<file path="config.mk">
export PLATFORM = sky130hd
export DESIGN_NAME = dmem_arbiter
export DESIGN_NICKNAME = d
export VERILOG_FILES = /design/src/rtl/dmem_arbiter.sv
export SDC_FILE = /design/constraint.sdc
export NUM_CORES = 1
export LEC_CHECK = 0
export ABC_AREA = 1
export CAP_MARGIN = 20
export CORE_MARGIN = 5
export CORE_UTILIZATION = 39
export CTS_CLUSTER_SIZE = 40
export DETAILED_ROUTE_END_ITERATION = 12
export PLACE_DENSITY = 0.8
export SYNTH_ARGS = -nofsm -noshare
export SYNTH_HDL_FRONTEND = slang
export SYNTH_SLANG_ARGS = --single-unit
</file>
<file path="constraint.sdc">
create_clock -name CLK -period 4.5 [get_ports CLK]
set_clock_uncertainty 0.05 [all_clocks]
set_input_delay 1.125 -clock CLK [delete_from_list [all_inputs] [get_ports CLK]]
set_output_delay 1.125 -clock CLK [all_outputs]
set_load 0.02 [all_outputs]
</file>
<file path="src/rtl/dmem_arbiter.sv">
// Two-requester round-robin arbiter and one-access sequencer for the single-ported data memory.
// Memory controls are driven from registers only; responses are registered and held until accepted.
module dmem_arbiter #(
  parameter int unsigned XLEN     = 32,
  parameter int unsigned MEM_SIZE = 1024
) (
  input  logic              CLK,
  input  logic              RST,
  input  logic [1:0]        req_valid,
  output logic [1:0]        req_ready,
  input  logic [1:0]        req_we,
  input  logic [5:0]        req_funct3,
  input  logic [2*XLEN-1:0] req_addr,
  input  logic [2*XLEN-1:0] req_wdata,
  output logic [1:0]        rsp_valid,
  input  logic [1:0]        rsp_ready,
  output logic [XLEN-1:0]   rsp_rdata,
  output logic              rsp_err,
  output logic              mem_en,
  output logic              mem_we,
  output logic [2:0]        mem_funct3,
  output logic [XLEN-1:0]   mem_addr,
  output logic [XLEN-1:0]   mem_wdata,
  input  logic [XLEN-1:0]   mem_rdata
);

  typedef enum logic [1:0] {IDLE, ACCESS, RESP} state_e;

  state_e            state_q, state_d;
  logic              owner_q, owner_d;
  logic              last_grant_q, last_grant_d;
  logic              we_q, we_d;
  logic [2:0]        funct3_q, funct3_d;
  logic [XLEN-1:0]   addr_q, addr_d;
  logic [XLEN-1:0]   wdata_q, wdata_d;
  logic              mem_en_q, mem_en_d;
  logic              mem_we_q, mem_we_d;
  logic [1:0]        rsp_valid_q, rsp_valid_d;
  logic [XLEN-1:0]   rdata_q, rdata_d;
  logic              err_q, err_d;

  logic              sel_c;
  logic              sel_we_c;
  logic [2:0]        sel_f3_c;
  logic [XLEN-1:0]   sel_addr_c;
  logic [XLEN-1:0]   sel_wdata_c;

  // Funct3 set, natural alignment and word-index range check.
  function automatic logic is_legal(input logic we, input logic [2:0] f3,
                                    input logic [XLEN-1:0] a);
    logic f3_ok, misaligned, out_of_range;
    f3_ok        = we ? (f3 inside {3'b000, 3'b001, 3'b010})
                      : (f3 inside {3'b000, 3'b001, 3'b010, 3'b100, 3'b101});
    misaligned   = ((f3[1:0] == 2'b10) && (a[1:0] != 2'b00)) ||
                   ((f3[1:0] == 2'b01) && a[0]);
    out_of_range = (a >> 2) >= XLEN'(MEM_SIZE);
    return f3_ok && !misaligned && !out_of_range;
  endfunction

  // Winner: a lone requester, otherwise whoever was not granted last.
  always_comb begin
    sel_c = 1'b0;
    case (req_valid)
      2'b10:   sel_c = 1'b1;
      2'b11:   sel_c = ~last_grant_q;
      default: sel_c = 1'b0;
    endcase
    sel_we_c    = sel_c ? req_we[1]                 : req_we[0];
    sel_f3_c    = sel_c ? req_funct3[5:3]           : req_funct3[2:0];
    sel_addr_c  = sel_c ? req_addr[2*XLEN-1:XLEN]   : req_addr[XLEN-1:0];
    sel_wdata_c = sel_c ? req_wdata[2*XLEN-1:XLEN]  : req_wdata[XLEN-1:0];
  end

  always_comb begin
    state_d      = state_q;
    owner_d      = owner_q;
    last_grant_d = last_grant_q;
    we_d         = we_q;
    funct3_d     = funct3_q;
    addr_d       = addr_q;
    wdata_d      = wdata_q;
    mem_en_d     = 1'b0;
    mem_we_d     = 1'b0;
    rsp_valid_d  = rsp_valid_q;
    rdata_d      = rdata_q;
    err_d        = err_q;
    req_ready    = 2'b00;

    case (state_q)
      IDLE: begin
        if (|req_valid) begin
          req_ready[sel_c] = 1'b1;
          owner_d          = sel_c;
          last_grant_d     = sel_c;
          we_d             = sel_we_c;
          funct3_d         = sel_f3_c;
          addr_d           = sel_addr_c;
          wdata_d          = sel_wdata_c;
          if (is_legal(sel_we_c, sel_f3_c, sel_addr_c)) begin
            state_d  = ACCESS;
            mem_en_d = 1'b1;
            mem_we_d = sel_we_c;
          end else begin
            state_d            = RESP;
            rsp_valid_d[sel_c] = 1'b1;
            err_d              = 1'b1;
            rdata_d            = '0;
          end
        end
      end
      ACCESS: begin
        state_d              = RESP;
        rsp_valid_d[owner_q] = 1'b1;
        err_d                = 1'b0;
        rdata_d              = we_q ? '0 : mem_rdata;
      end
      RESP: begin
        if (rsp_ready[owner_q]) begin
          state_d     = IDLE;
          rsp_valid_d = 2'b00;
        end
      end
      default: state_d = IDLE;
    endcase
  end

  always_ff @(posedge CLK or posedge RST) begin
    if (RST) begin
      state_q      <= IDLE;
      owner_q      <= 1'b0;
      last_grant_q <= 1'b1;
      we_q         <= 1'b0;
      funct3_q     <= 3'b000;
      addr_q       <= '0;
      wdata_q      <= '0;
      mem_en_q     <= 1'b0;
      mem_we_q     <= 1'b0;
      rsp_valid_q  <= 2'b00;
      rdata_q      <= '0;
      err_q        <= 1'b0;
    end else begin
      state_q      <= state_d;
      owner_q      <= owner_d;
      last_grant_q <= last_grant_d;
      we_q         <= we_d;
      funct3_q     <= funct3_d;
      addr_q       <= addr_d;
      wdata_q      <= wdata_d;
      mem_en_q     <= mem_en_d;
      mem_we_q     <= mem_we_d;
      rsp_valid_q  <= rsp_valid_d;
      rdata_q      <= rdata_d;
      err_q        <= err_d;
    end
  end

  assign mem_en     = mem_en_q;
  assign mem_we     = mem_we_q;
  assign mem_funct3 = funct3_q;
  assign mem_addr   = addr_q;
  assign mem_wdata  = wdata_q;
  assign rsp_valid  = rsp_valid_q;
  assign rsp_rdata  = rdata_q;
  assign rsp_err    = err_q;

endmodule
</file>
==> summary.md <==
| Metric | Value |
|---|---|
| Wire length of the first global-routing pass | 25600 um |
| TNS Setup | 0 ns |
| Final-layout worst hold slack | 0.424 ns |
| Relative max-transition margin | 48.3% |
| Hold Violations, Final | 0 |
| Post-CTS setup buffer count | 0 |
| Mapped Area | 5170 um^2 |
| Worst vdd ir | 0.000366 V |
| Sequential cell area fraction in the yosys report | 52.8% |
| Total power divided by cell area | 520 nW/um^2 |
| TritonCTS buffer count | 9 |
| Antenna diode instance count | 0 |
| CTS HTree Levels | 3 |
| Die X-Extent | 125 um |
| Quantity of I/O buffers inserted on ports | 279 |
| Clk sink count | 109 |
| Non-filler cells in the finished layout | 1091 |
| Cts hold-fix bufs | 0 |
| Wire length per cell after detailed routing | 15.1 um |
| Syn. warnings | 0 |
| Total congestion overflow | 0 |
| Filler cell count | 1099 |
| Slew at the pin closest to its max-slew limit | 0.776 ns |
| Drt pass-1 iters | 6 |
| Unique masters post-synth | 21 |
| Arrival time of the worst setup path | 2.83 ns |
| Classification of the worst setup path | input port to output pin |
| Share of the clock period used by the worst path | 89.1% |
| Routed Wire Length | 16500 um |
| Effective utilization at floorplan | 39.4% |
| Vias after detailed routing | 5169 |
| Top Ports | 280 |
| Area of the die | 15700 um^2 |
| Routed via count divided by cell count | 4.74 |
| Nature of the critical path startpoint | input port |
| Clock tree from TritonCTS | built |
| Area of the core | 13100 um^2 |
| Total track usage | 20.3% |
| CTS root buf | sky130_fd_sc_hd__clkbuf_16 |
| Average footprint of a synthesized cell | 7.97 um^2 |
| Placed wire-length estimate | 12200 um |
| Number of nets in the final layout | 1084 |
| Share of cells above drive strength 1 | 4.92% |
| Period minus WS final | 4.01 ns |
| Number of buffers between clock root and the deepest sink | 2 |
| Initial antenna violation count | 0 |
| Maximum number of pins on one net before global-route repair | 84 |
| CP max FO | 3 |
| CTS resizes | 0 |
| Worst min-delay path class | register to register |
| Register bit count reported by yosys | 109 |
| Result of the run | finished, final reports clean |
| Total of max-cap violations | 0 |
| Final setup slack of the worst path | 0.492 ns |
| Leak | 3.86 nW |
| Antenna-violating nets left | 0 |
| Die extent in y | 125 um |
| Highest clock frequency the design can meet | 250 MHz |
| Worst-path clk slew | 0.07 ns |
| Slew Viols, Final | 0 |
| Setup repair after global routing missed its margin | false |
| Layout-stage area growth over the synthesis result | 62.0% |
| First DRT Iteration DRCs | 232 |
| Post-placement setup slack | 0.475 ns |
| Number of global-route vias before repair | 4930 |
| DRC violations left | 0 |
| Clk_lat worst skew | 0.34 ns |
| Count of mapped cells out of synthesis | 649 |
| Final Wtd Congestion | 0.816 |
| Syn_nets | 823 |
| Setup-failing EPs final | 0 |
| Critical Path Sink Type | output pin |
| Fraction of the core area covered by cells at the end of the flow | 63.7% |
| Placement Rows | 42 |
| Data required time of the critical path | 3.32 ns |
| Number of cells after detailed placement | 1075 |
placed cells by master, fill, tap and decap left out, types with 2 or more instances in the layout:
cell type,instances
sky130_fd_sc_hd__a21oi_1,3
sky130_fd_sc_hd__inv_1,35
sky130_fd_sc_hd__clkbuf_16,9
sky130_fd_sc_hd__nor2_2,3
sky130_fd_sc_hd__nand2_4,2
sky130_fd_sc_hd__nand3_1,34
sky130_fd_sc_hd__clkinv_4,2
sky130_fd_sc_hd__nand2_2,2
sky130_fd_sc_hd__o21ai_0,90
sky130_fd_sc_hd__dfrtp_1,108
sky130_fd_sc_hd__buf_4,9
sky130_fd_sc_hd__nand3b_1,23
sky130_fd_sc_hd__nand3_2,8
sky130_fd_sc_hd__nand2_1,229
sky130_fd_sc_hd__clkdlybuf4s50_1,279
sky130_fd_sc_hd__inv_2,2
sky130_fd_sc_hd__nor2_1,55
sky130_fd_sc_hd__a31oi_1,11
cell type report:
type                            count  area (um^2)  share of cell area, %
Timing Repair Buffer              289         2880                   34.4
Sequential cell                   109         2730                   32.6
Multi-Input combinational cell    462         2090                   25.0
Clock buffer                       11          243                   2.90
Tap cell                          176          220                   2.63
Inverter                           39          149                   1.78
Clock inverter                      5         60.1                  0.717
worst paths after layout:
path / startpoint / endpoint / slack [ns] / depth (start not counted)
setup / recovery: req_valid[1] / req_ready[0] / 0.49 / 6
max in group asynchronous: RST / last_grant_q$_DFFE_PP1P_ / 2.45 / 3
hold / removal: last_grant_q$_DFFE_PP1P_ / last_grant_q$_DFFE_PP1P_ / 0.42 / 2
hold reg to reg: last_grant_q$_DFFE_PP1P_ / last_grant_q$_DFFE_PP1P_ / 0.42 / 2
min in group asynchronous: RST / mem_wdata[29]$_DFFE_PP0P_ / 1.18 / 2
setup reg to reg: last_grant_q$_DFFE_PP1P_ / rsp_rdata[16]$_DFFE_PP0P_ / 1.80 / 13
stage by stage:
step | power (mW) | cell area (um^2)
global route | 4.64 | 8370
detailed placement | 3.58 | 8070
finish | 4.35 | 8370
global placement | 3.55 | 8070
floorplan | 2.58 | 5170
CTS | 4.42 | 8370
cells by family (layout without fill, tap and decap cells):
| logic type | after synthesis | count (layout) | synth area share (%) |
|---|---|---|---|
| buffers and inverters | 78 | 344 | 6.87 |
| AOI/OAI and AO/OA | 104 | 104 | 10.3 |
| and+or+nand+nor | 358 | 358 | 30.0 |
| DFF | 109 | 109 | 52.8 |
critical path, stage by stage:
cell and delay (ns):
sky130_fd_sc_hd__clkdlybuf4s50_1 0.55, sky130_fd_sc_hd__nor2_1 0.13, sky130_fd_sc_hd__nor2_4 0.13, sky130_fd_sc_hd__inv_2 0.04
sky130_fd_sc_hd__nor2_1 0.17, sky130_fd_sc_hd__clkdlybuf4s50_1 0.68
where the power goes:
group          internal (mW)  total (mW)  switching (mW)
sequential              1.31        1.50           0.183
combinational          0.904        2.05            1.15
clock                  0.448       0.805           0.356
state kept, by name, indices dropped and copies added (netlist names):
| signal | count |
|---|---|
| last_grant_q | 1 |
| mem_addr | 32 |
| mem_en | 1 |
| mem_funct3 | 3 |
| mem_wdata | 32 |
| mem_we | 1 |
| owner_q | 1 |
| rsp_err | 1 |
| rsp_rdata | 32 |
| rsp_valid | 2 |
| state_q | 2 |
| we_q | 1 |
synthesized netlist by cell type:
library cell | n | area, um^2
sky130_fd_sc_hd__dfrtp_1 | 108 | 2700
sky130_fd_sc_hd__dfstp_2 | 1 | 26.3
sky130_fd_sc_hd__nand3b_1 | 23 | 173
sky130_fd_sc_hd__buf_2 | 11 | 55.1
sky130_fd_sc_hd__nand3_1 | 34 | 170
sky130_fd_sc_hd__a31oi_1 | 11 | 68.8
sky130_fd_sc_hd__a21oi_1 | 3 | 15.0
sky130_fd_sc_hd__inv_2 | 1 | 3.75
sky130_fd_sc_hd__buf_6 | 5 | 56.3
sky130_fd_sc_hd__nand2_1 | 229 | 860
sky130_fd_sc_hd__clkinv_1 | 1 | 3.75
sky130_fd_sc_hd__o21ai_0 | 90 | 450
sky130_fd_sc_hd__nor3_1 | 1 | 5.00
sky130_fd_sc_hd__nand2_4 | 2 | 22.5
sky130_fd_sc_hd__buf_4 | 3 | 22.5
sky130_fd_sc_hd__nor2_1 | 56 | 210
sky130_fd_sc_hd__nor2_2 | 3 | 18.8
sky130_fd_sc_hd__nand3_2 | 8 | 80.1
sky130_fd_sc_hd__clkbuf_1 | 20 | 75.1
sky130_fd_sc_hd__nand2_2 | 2 | 12.5
sky130_fd_sc_hd__inv_1 | 37 | 139
routing by layer:
layer / routed length (um) / part of all wire [%] / vias to the layer above / track usage, %
li1: - / - / 2592 / -
met1: 6590 / 40 / 2331 / 23.7
met2: 7940 / 48 / 214 / 34.3
met3: 1410 / 8.6 / 32 / 7.12
met4: 519 / 3.2 / 0 / 8.04
met5: 0 / 0 / - / 0
Note: power is estimated with default switching activity, not from simulation.
